### src/rtl/mat_accum_arb.sv
// Two-requester round-robin arbiter for a shared 3x3 matrix accumulator: 1-cycle grant, then FEED/DRAIN pass-through with
// combinational valid/ready gated by i_clk_e; optional framing-error flag under `MAT_ACCUM_ARB_ERR_EN.
module mat_accum_arb #(
  parameter int FEED_BEATS = 27,
  parameter int RES_BEATS  = 9
) (
  input  logic              i_clk,
  input  logic              i_clk_e,
  input  logic              i_rst_n,
  input  logic signed [7:0] s0_axis_data,
  input  logic              s0_axis_valid,
  output logic              s0_axis_ready,
  input  logic              s0_axis_last,
  input  logic signed [7:0] s1_axis_data,
  input  logic              s1_axis_valid,
  output logic              s1_axis_ready,
  input  logic              s1_axis_last,
  output logic signed [7:0] m_axis_acc_data,
  output logic              m_axis_acc_valid,
  input  logic              m_axis_acc_ready,
  output logic              m_axis_acc_last,
  input  logic signed [7:0] s_axis_res_data,
  input  logic              s_axis_res_valid,
  output logic              s_axis_res_ready,
  input  logic              s_axis_res_last,
  output logic signed [7:0] m0_axis_res_data,
  output logic              m0_axis_res_valid,
  input  logic              m0_axis_res_ready,
  output logic              m0_axis_res_last,
  output logic signed [7:0] m1_axis_res_data,
  output logic              m1_axis_res_valid,
  input  logic              m1_axis_res_ready,
  output logic              m1_axis_res_last,
  output logic              o_owner,
  output logic              o_busy,
  output logic              o_err
);

  localparam logic [1:0] ST_IDLE  = 2'd0;
  localparam logic [1:0] ST_FEED  = 2'd1;
  localparam logic [1:0] ST_DRAIN = 2'd2;

  logic [1:0]        state;
  logic              owner;
  logic              rr_ptr;
  logic [4:0]        cnt;
  logic              in_feed;
  logic              in_drain;
  logic              own_vld;
  logic signed [7:0] own_dat;
  logic              own_res_rdy;
  logic              feed_beat;
  logic              res_beat;
  logic              feed_end;
  logic              res_end;

  assign in_feed     = (state == ST_FEED);
  assign in_drain    = (state == ST_DRAIN);
  assign own_vld     = owner ? s1_axis_valid : s0_axis_valid;
  assign own_dat     = owner ? s1_axis_data : s0_axis_data;
  assign own_res_rdy = owner ? m1_axis_res_ready : m0_axis_res_ready;
  assign feed_end    = (cnt == 5'(FEED_BEATS - 1));
  assign res_end     = (cnt == 5'(RES_BEATS - 1));
  assign feed_beat   = in_feed & own_vld & m_axis_acc_ready & i_clk_e;
  assign res_beat    = in_drain & s_axis_res_valid & own_res_rdy & i_clk_e;

  always_ff @(posedge i_clk or negedge i_rst_n) begin
    if (!i_rst_n) begin
      state  <= ST_IDLE;
      owner  <= 1'b0;
      rr_ptr <= 1'b0;
      cnt    <= '0;
    end else if (i_clk_e) begin
      case (state)
        ST_IDLE: begin
          if (s0_axis_valid | s1_axis_valid) begin
            // Contention goes to the pointer; a lone requester wins outright.
            owner <= (s0_axis_valid & s1_axis_valid) ? rr_ptr : s1_axis_valid;
            state <= ST_FEED;
            cnt   <= '0;
          end
        end
        ST_FEED: begin
          if (feed_beat) begin
            if (feed_end) begin
              state <= ST_DRAIN;
              cnt   <= '0;
            end else begin
              cnt <= cnt + 5'd1;
            end
          end
        end
        ST_DRAIN: begin
          if (res_beat) begin
            if (res_end) begin
              state  <= ST_IDLE;
              cnt    <= '0;
              rr_ptr <= ~owner;
            end else begin
              cnt <= cnt + 5'd1;
            end
          end
        end
        default: begin
          state <= ST_IDLE;
          cnt   <= '0;
        end
      endcase
    end
  end

  assign m_axis_acc_data  = in_feed ? own_dat : '0;
  assign m_axis_acc_valid = in_feed & own_vld & i_clk_e;
  assign m_axis_acc_last  = in_feed & feed_end;
  assign s0_axis_ready    = in_feed & ~owner & m_axis_acc_ready & i_clk_e;
  assign s1_axis_ready    = in_feed & owner & m_axis_acc_ready & i_clk_e;

  // Result last is regenerated from the beat count; the accumulator's own last is not trusted.
  assign s_axis_res_ready  = in_drain & own_res_rdy & i_clk_e;
  assign m0_axis_res_data  = (in_drain & ~owner) ? s_axis_res_data : '0;
  assign m0_axis_res_valid = in_drain & ~owner & s_axis_res_valid & i_clk_e;
  assign m0_axis_res_last  = in_drain & ~owner & res_end;
  assign m1_axis_res_data  = (in_drain & owner) ? s_axis_res_data : '0;
  assign m1_axis_res_valid = in_drain & owner & s_axis_res_valid & i_clk_e;
  assign m1_axis_res_last  = in_drain & owner & res_end;

  assign o_owner = owner;
  assign o_busy  = (state != ST_IDLE);

`ifdef MAT_ACCUM_ARB_ERR_EN
  logic own_last;
  logic err_q;
  logic unused_res_last;

  assign own_last        = owner ? s1_axis_last : s0_axis_last;
  assign unused_res_last = s_axis_res_last;

  always_ff @(posedge i_clk or negedge i_rst_n) begin
    if (!i_rst_n) begin
      err_q <= 1'b0;
    end else if (feed_beat && (own_last != feed_end)) begin
      err_q <= 1'b1;
    end
  end

  assign o_err = err_q;
`else
  logic unused_lasts;

  assign unused_lasts = ^{s0_axis_last, s1_axis_last, s_axis_res_last};
  assign o_err        = 1'b0;
`endif

endmodule

### config.mk
export PLATFORM = sky130hd
export DESIGN_NAME = mat_accum_arb
export DESIGN_NICKNAME = d
export VERILOG_FILES = /design/src/rtl/mat_accum_arb.sv
export SDC_FILE = /design/constraint.sdc
export NUM_CORES = 1
export LEC_CHECK = 0
export CAP_MARGIN = 25
export CORE_MARGIN = 4
export CORE_UTILIZATION = 45
export CTS_CLUSTER_SIZE = 8
export DETAILED_ROUTE_END_ITERATION = 10
export DONT_BUFFER_PORTS = 1
export PLACE_DENSITY_LB_ADDON = 0.25
export SETUP_SLACK_MARGIN = 0.05
export SLEW_MARGIN = 10
export SYNTH_ARGS = -nofsm -noshare
export SYNTH_HDL_FRONTEND = slang
export SYNTH_SLANG_ARGS = --single-unit
export TNS_END_PERCENT = 50
### constraint.sdc
create_clock -name i_clk -period 1.8 [get_ports i_clk]
set_input_delay 0.18 -clock i_clk [delete_from_list [all_inputs] [get_ports i_clk]]
set_output_delay 0.18 -clock i_clk [all_outputs]
set_load 0.02 [all_outputs]
==> metrics.txt, run 1 <==
# TYPE chip_impl_metric gauge
chip_impl_metric{name="gr-usage-met1",unit="%"} 18.78
chip_impl_metric{name="max-clock-path-buffers",unit=""} 2
chip_impl_metric{name="detailroute.via_count",unit=""} 969
chip_impl_metric{name="critical-path-max-stage-delay",unit="ns"} 0.41
chip_impl_metric{name="p_comb_share",unit="%"} 76.7
chip_impl_info{name="critPathCaptureType",value="output pin"} 1
chip_impl_metric{name="drt_drc_violations_left",unit=""} 0
chip_impl_metric{name="internal-power",unit="mW"} 1.107
chip_impl_metric{name="clock_network_fraction_of_design_power",unit="%"} 6.8
chip_impl_metric{name="crit_buf_inv",unit=""} 5
chip_impl_metric{name="grt_max_degree",unit=""} 15
chip_impl_info{name="busiest_layer",value="met2"} 1
chip_impl_metric{name="final_design_area_no_fill",unit="um2"} 1369
chip_impl_metric{name="starting_density_of_the_core",unit="%"} 47.83
chip_impl_metric{name="grt_first_pass_wirelength",unit="um"} 3670
chip_impl_metric{name="drt_pass1_iterations",unit=""} 4
chip_impl_metric{name="multi_input_logic_area",unit="um2"} 777.0
chip_impl_metric{name="net-switching-power",unit="mW"} 1.105
chip_impl_metric{name="synth.yosys.seq_area_share",unit="%"} 24.00
chip_impl_metric{name="clk_latency",unit="ns"} 0.26
chip_impl_info{name="grt_setup_unrepaired",value="true"} 1
chip_impl_metric{name="die-area",unit="um2"} 2880
chip_impl_metric{name="global_route.usage.met2",unit="%"} 31.85
chip_impl_metric{name="p_seq_share",unit="%"} 16.5
chip_impl_metric{name="cellLeakagePower",unit="nW"} 0.6419
chip_impl_metric{name="placement_rows",unit=""} 16
chip_impl_metric{name="gr-usage-all-layers",unit="%"} 17.27
chip_impl_info{name="clock-root-buffer",value="sky130_fd_sc_hd__clkbuf_4"} 1
chip_impl_metric{name="postSynthAreaPerCell",unit="um2"} 8.021
chip_impl_metric{name="num_antenna_cells",unit=""} 0
chip_impl_metric{name="total_power",unit="mW"} 2.212
chip_impl_metric{name="postSynthNetCount",unit=""} 159
chip_impl_info{name="synth.top_cells.by_area",value="sky130_fd_sc_hd__dfrtp_1 24%, sky130_fd_sc_hd__mux2i_1 13%, sky130_fd_sc_hd__and3_1 11%"} 1
chip_impl_metric{name="regArea",unit="um2"} 225.2
chip_impl_metric{name="cp.arrival",unit="ns"} 1.54
chip_impl_metric{name="routedWlPerCell",unit="um"} 15.75
chip_impl_info{name="startpoint_class",value="flip-flop"} 1
chip_impl_metric{name="fp.dieH",unit="um"} 53.67
chip_impl_metric{name="layout_min_cycle_time",unit="ns"} 1.720
chip_impl_metric{name="sw_frac_of_total",unit="%"} 49.96
chip_impl_metric{name="cts.reportedPaths.clkPinSlew",unit="ns"} 0.06
chip_impl_metric{name="synthToLayoutAreaGrowth",unit="%"} 45.87
chip_impl_metric{name="detailed_place_hpwl",unit="um"} 2005
chip_impl_metric{name="use_met3",unit="%"} 6.094
chip_impl_metric{name="report.final.hold_viol_count",unit=""} 0
chip_impl_metric{name="via_count_of_the_first_global_routing_pass",unit=""} 841
chip_impl_metric{name="die_width",unit="um"} 53.67
chip_impl_metric{name="power_density",unit="nW/um2"} 1616
chip_impl_metric{name="asyncSetResetFlopFracSynth",unit="%"} 100.0
chip_impl_metric{name="ctsHtreeMaxLevel",unit=""} 1
chip_impl_metric{name="grt-ovfl-total",unit=""} 0
chip_impl_metric{name="layout_worst_path_cycle_share",unit="%"} 95.57
chip_impl_metric{name="netlist.area_leader.share",unit="%"} 24.00
chip_impl_metric{name="nNetsFinal",unit=""} 185
chip_impl_info{name="synth_top_flop_cell",value="sky130_fd_sc_hd__dfrtp_1"} 1
chip_impl_metric{name="final_layout_size_suffix_gt1_share",unit="%"} 39.44
chip_impl_metric{name="crit_required",unit="ns"} 1.62
chip_impl_metric{name="finalMaxSlewViolations",unit=""} 0
chip_impl_metric{name="peakVddDrop",unit="uV"} 1244
chip_impl_metric{name="maxClockFrequency",unit="MHz"} 581.3
chip_impl_metric{name="detailed_place.area",unit="um2"} 1096
chip_impl_metric{name="synth_edf_count",unit=""} 0
chip_impl_metric{name="numClockSinks",unit=""} 9
chip_impl_metric{name="drt-vias-per-instance",unit=""} 5.734
chip_impl_info{name="post-synth-top-area-cell",value="sky130_fd_sc_hd__dfrtp_1"} 1
chip_impl_metric{name="yosys_warnings",unit=""} 0
chip_impl_metric{name="netlist_instances",unit=""} 117
chip_impl_metric{name="final-setup-viol-count",unit=""} 0
chip_impl_metric{name="numCtsBuffers",unit=""} 3
chip_impl_metric{name="gp_congestion",unit=""} 0.7614
chip_impl_metric{name="final.setup_skew",unit="ns"} 0.009219
chip_impl_metric{name="distinct_cell_type_count_of_the_synthesized_netlist",unit=""} 31
chip_impl_info{name="cp_top_family",value="buffers and inverters"} 1
chip_impl_info{name="cts_tree",value="yes"} 1
chip_impl_info{name="slowest_stage",value="sky130_fd_sc_hd__dfrtp_1"} 1
chip_impl_info{name="run_status",value="finished clean"} 1
chip_impl_metric{name="core_area",unit="um2"} 1962
chip_impl_info{name="path_cells",value="inv_2 -> ha_4 -> buf_6 -> clkinvlp_4 -> buf_6 -> nor2_4 -> buf_6"} 1
chip_impl_metric{name="io_pins",unit=""} 72
chip_impl_metric{name="detail-route-antenna-nets",unit=""} 0
chip_impl_metric{name="mappedNetlistArea",unit="um2"} 938.4
chip_impl_metric{name="drt_wl_total",unit="um"} 2662
chip_impl_info{name="most_frequent_standard_cell_in_the_layout_excluding_fill_and_tap_cells",value="sky130_fd_sc_hd__and3_1"} 1
chip_impl_info{name="crit_top_cell",value="sky130_fd_sc_hd__buf_6"} 1
chip_impl_metric{name="ys_seq_elements",unit=""} 9
chip_impl_info{name="final_cell_mix",value="16 x sky130_fd_sc_hd__and3_1, 15 x sky130_fd_sc_hd__buf_4, 12 x sky130_fd_sc_hd__mux2i_1, 12 x sky130_fd_sc_hd__buf_6"} 1
chip_impl_info{name="timing.setup.critical_path_class",value="flip-flop to output pin"} 1
chip_impl_info{name="min_path_type",value="input pin to flip-flop"} 1
chip_impl_metric{name="detailedRoute.firstIterationViolations",unit=""} 25
chip_impl_metric{name="antenna_found_initial",unit=""} 0
chip_impl_metric{name="max_fanout_on_critical_path",unit=""} 4
chip_impl_metric{name="fill_cells",unit=""} 149
chip_impl_metric{name="maxCapViolations",unit=""} 0
chip_impl_metric{name="portBuffers",unit=""} 0
synth_stat cells, types with 2 or more instances:
| cell | count |
|---|---|
| sky130_fd_sc_hd__and3_1 | 16 |
| sky130_fd_sc_hd__nor2_1 | 16 |
| sky130_fd_sc_hd__inv_1 | 12 |
| sky130_fd_sc_hd__mux2i_1 | 12 |
| sky130_fd_sc_hd__dfrtp_1 | 9 |
| sky130_fd_sc_hd__ha_1 | 6 |
| sky130_fd_sc_hd__nand3_1 | 6 |
| sky130_fd_sc_hd__clkbuf_1 | 5 |
| sky130_fd_sc_hd__nand2_1 | 4 |
| sky130_fd_sc_hd__nor3_1 | 4 |
| sky130_fd_sc_hd__nand4_1 | 3 |
| sky130_fd_sc_hd__and2_1 | 2 |
| sky130_fd_sc_hd__buf_4 | 2 |
| sky130_fd_sc_hd__mux2_2 | 2 |
| sky130_fd_sc_hd__o211ai_1 | 2 |
registers in the layout (all words and copies together) (netlist names):
register	cells
rr_ptr	1
state	2
o_owner	1
cnt	5
power groups by stage:
stage | Clock [mW] | Combinational [mW] | Sequential (mW)
final | 0.150 | 1.70 | 0.365
after global placement | 0 | 1.20 | 0.348
after floorplan | 0 | 0.925 | 0.343
after detailed placement | 0 | 1.24 | 0.354
after CTS | 0.156 | 1.35 | 0.361
after global routing | 0.179 | 1.84 | 0.374
cell families (layout without fill, tap and decap cells):
family | after synthesis | after routing | share of synthesized area (%)
other cells | 1 | 1 | 0.3996
compound gates | 11 | 11 | 11.33
buf+inv | 19 | 44 | 8.399
mux | 14 | 14 | 15.20
flops | 9 | 9 | 24.00
fa+ha+maj | 6 | 6 | 8.000
simple gates | 57 | 57 | 32.67
path summary, 6_finish.rpt:
check | startpoint | end | slack (ns) | cells after the start
max | state[1] | m_axis_acc_data[2] | 0.08 | 7
min | s0_axis_valid | o_owner | 0.06 | 1
max reg2reg | state[0] | cnt[3] | 0.11 | 7
min reg2reg | rr_ptr | rr_ptr | 0.53 | 1
max in group asynchronous | i_rst_n | state[0] | 1.20 | 1
min in group asynchronous | i_rst_n | cnt[3] | 0.29 | 1
routing by layer:
layer / wire (um) / vias up
met5: 0 / -
met4: 5 / 0
met3: 238 / 2
met2: 1369 / 48
met1: 1048 / 452
li1: - / 467
metrics by stage:
step	hold slack [ns]	worst slack, ns	instances	utilization (%)	TNS, ns
5_1_grt	0.04029	-0.02181	169	69.77	-0.1305
6_report	0.05692	0.07971	169	69.77	0
2_1_floorplan	-0.1156	0.09697	117	-	0
3_5_place_dp	-0.1153	0.09448	158	55.87	0
3_3_place_gp	-0.1153	0.1139	158	55.87	0
4_1_cts	0.04358	0.03243	165	60.91	0
repair_timing:
action	4_1_cts	5_1_grt
setup buffers	2	4
resized for setup	8	38
hold buffers	1	0
pin swaps	1	15
setup endpoints to repair	16	30
endpoints found under the hold margin	9	0
cell type report:
| type | instances | area share [%] |
|---|---|---|
| inverters | 12 | 3.565 |
| repair buffers | 28 | 18.83 |
| multi-input cells | 89 | 56.76 |
| clock buffers | 4 | 1.920 |
| well taps | 27 | 2.468 |
| flip-flops and latches | 9 | 16.45 |
Note: power is estimated with default switching activity, not from simulation.
==> inputs of run 2 (changes only) <==
- CORE_ASPECT_RATIO: unset -> 0.8
==> metrics.txt, run 2 (synthesis gave the netlist of run 1 again) <==
# TYPE chip_impl_metric gauge
chip_impl_metric{name="max-clock-path-buffers",unit=""} 2
chip_impl_metric{name="via_count_of_the_first_global_routing_pass",unit=""} 918
chip_impl_metric{name="gr-usage-all-layers",unit="%"} 18.37
chip_impl_metric{name="clk_latency",unit="ns"} 0.28
chip_impl_metric{name="final-setup-viol-count",unit=""} 0
chip_impl_metric{name="synthToLayoutAreaGrowth",unit="%"} 35.20
chip_impl_metric{name="finalMaxSlewViolations",unit=""} 0
chip_impl_info{name="grt_setup_unrepaired",value="true"} 1
chip_impl_metric{name="layout_worst_path_cycle_share",unit="%"} 96.84
chip_impl_metric{name="drt-vias-per-instance",unit=""} 5.945
chip_impl_metric{name="grt-ovfl-total",unit=""} 0
chip_impl_metric{name="layout_setup_ws",unit="ns"} 0.05697
chip_impl_metric{name="antenna_found_initial",unit=""} 0
chip_impl_metric{name="max_fanout_on_critical_path",unit=""} 10
chip_impl_metric{name="crit_required",unit="ns"} 1.62
chip_impl_metric{name="detail-route-antenna-nets",unit=""} 0
chip_impl_metric{name="total_power",unit="mW"} 2.082
chip_impl_metric{name="ctsHtreeMaxLevel",unit=""} 1
chip_impl_info{name="critPathCaptureType",value="output pin"} 1
chip_impl_metric{name="final.setup_skew",unit="ns"} 0.005163
chip_impl_info{name="final_cell_mix",value="21 x sky130_fd_sc_hd__buf_4, 16 x sky130_fd_sc_hd__and3_1, 12 x sky130_fd_sc_hd__mux2i_1"} 1
chip_impl_metric{name="routedWlPerCell",unit="um"} 16.99
chip_impl_info{name="most_frequent_standard_cell_in_the_layout_excluding_fill_and_tap_cells",value="sky130_fd_sc_hd__buf_4"} 1
chip_impl_metric{name="numCtsBuffers",unit=""} 3
chip_impl_metric{name="portBuffers",unit=""} 0
chip_impl_metric{name="num_antenna_cells",unit=""} 0
chip_impl_info{name="timing.setup.critical_path_class",value="flip-flop to output pin"} 1
chip_impl_metric{name="final.hold.worst_slack",unit="ns"} 0.02430
chip_impl_metric{name="io_pins",unit=""} 72
chip_impl_metric{name="drt_wl_total",unit="um"} 2787
chip_impl_info{name="startpoint_class",value="flip-flop"} 1
chip_impl_metric{name="drt_drc_violations_left",unit=""} 0
chip_impl_metric{name="peakVddDrop",unit="uV"} 1520
chip_impl_metric{name="finalSetupTns",unit="ns"} 0
chip_impl_metric{name="gp_congestion",unit=""} 0.8750
chip_impl_info{name="cts_tree",value="yes"} 1
chip_impl_metric{name="cp.arrival",unit="ns"} 1.56
chip_impl_metric{name="detailed_place_hpwl",unit="um"} 2137
chip_impl_metric{name="flip_flop_count_of_the_largest_register_all_copies_and_words_added",unit=""} 5
chip_impl_metric{name="multi_input_logic_area",unit="um2"} 713.2
chip_impl_metric{name="power_density",unit="nW/um2"} 1641
chip_impl_metric{name="core_area",unit="um2"} 1927
chip_impl_metric{name="starting_density_of_the_core",unit="%"} 48.70
chip_impl_metric{name="regArea",unit="um2"} 225.2
chip_impl_info{name="reg_top3",value="cnt (5), state (2)"} 1
chip_impl_metric{name="cts.reportedPaths.clkPinSlew",unit="ns"} 0.07
chip_impl_metric{name="detailed_place.area",unit="um2"} 1100
chip_impl_metric{name="placement_rows",unit=""} 14
chip_impl_metric{name="drt_pass1_iterations",unit=""} 4
chip_impl_metric{name="numClockSinks",unit=""} 9
chip_impl_info{name="min_path_type",value="input pin to flip-flop"} 1
chip_impl_metric{name="final_layout_size_suffix_gt1_share",unit="%"} 35.71
chip_impl_metric{name="place_worst_setup_slack",unit="ns"} 0.07163
chip_impl_metric{name="placed_cells_incl_taps",unit=""} 156
chip_impl_metric{name="fp.dieH",unit="um"} 48.85
chip_impl_metric{name="die_width",unit="um"} 59.06
chip_impl_metric{name="final_design_area_no_fill",unit="um2"} 1269
chip_impl_metric{name="maxCapViolations",unit=""} 0
chip_impl_metric{name="nNetsFinal",unit=""} 183
chip_impl_metric{name="layout_min_cycle_time",unit="ns"} 1.743
chip_impl_info{name="run_status",value="finished clean"} 1
chip_impl_metric{name="detailroute.via_count",unit=""} 975
chip_impl_info{name="largest-register",value="cnt"} 1
chip_impl_metric{name="die-area",unit="um2"} 2885
chip_impl_metric{name="maxClockFrequency",unit="MHz"} 573.7
chip_impl_metric{name="fin_util",unit="%"} 65.84
chip_impl_metric{name="cellLeakagePower",unit="nW"} 0.6188
chip_impl_info{name="clock-root-buffer",value="sky130_fd_sc_hd__clkbuf_4"} 1
chip_impl_metric{name="fill_cells",unit=""} 162
chip_impl_metric{name="detailedRoute.firstIterationViolations",unit=""} 61
chip_impl_metric{name="grt_max_degree",unit=""} 18
chip_impl_metric{name="grt_first_pass_wirelength",unit="um"} 4126
chip_impl_metric{name="final_cells",unit=""} 164
chip_impl_metric{name="report.final.hold_viol_count",unit=""} 0
-- run 2: worst paths after layout --
path	depth (start not counted)	start	slack, ns	to
max	7	state[1]	0.06	m_axis_acc_data[6]
min	1	s0_axis_valid	0.02	o_owner
max reg2reg	7	state[0]	0.16	cnt[4]
min reg2reg	1	rr_ptr	0.51	rr_ptr
max in group asynchronous	1	i_rst_n	1.23	cnt[0]
min in group asynchronous	1	i_rst_n	0.27	o_owner
-- run 2: per-layer routing --
layer	track usage, %	part of all wire (%)
met2	31.80	50
met5	0	0
met3	2.646	8.8
met1	22.44	38
met4	7.170	2.7
-- run 2: final cells by class --
type                            instances  share of cell area, %
Clock buffer                            4                  2.071
Inverter                               12                  3.846
Multi-Input combinational cell         89                  56.21
Sequential cell                         9                  17.75
Tap cell                               24                  2.367
Timing Repair Buffer                   26                  17.75
-- run 2: report_power, final --
part	internal (mW)	switching, mW	leakage (nW)	total [mW]
Clock	0.0861	0.0869	0.0150	0.173
Sequential	0.277	0.0861	0.119	0.363
Combinational	0.661	0.884	0.485	1.55
-- run 2: worst max-delay path: stages (launching register included) --
cell	delay, ns
sky130_fd_sc_hd__dfrtp_1	0.39
sky130_fd_sc_hd__inv_2	0.09
sky130_fd_sc_hd__ha_4	0.14
sky130_fd_sc_hd__buf_4	0.13
sky130_fd_sc_hd__clkinvlp_4	0.11
sky130_fd_sc_hd__buf_12	0.16
sky130_fd_sc_hd__nor2_2	0.11
sky130_fd_sc_hd__buf_4	0.14
-- run 2: timing repair --
item / in CTS / in global routing
buffers inserted: 0 / 3
endpoints found under the hold margin: 9 / 0
hold buffers: 1 / 0
pin swaps: 0 / 1
gates resized for setup: 1 / 24
cloned: 0 / 0
setup endpoints to repair: 6 / 38
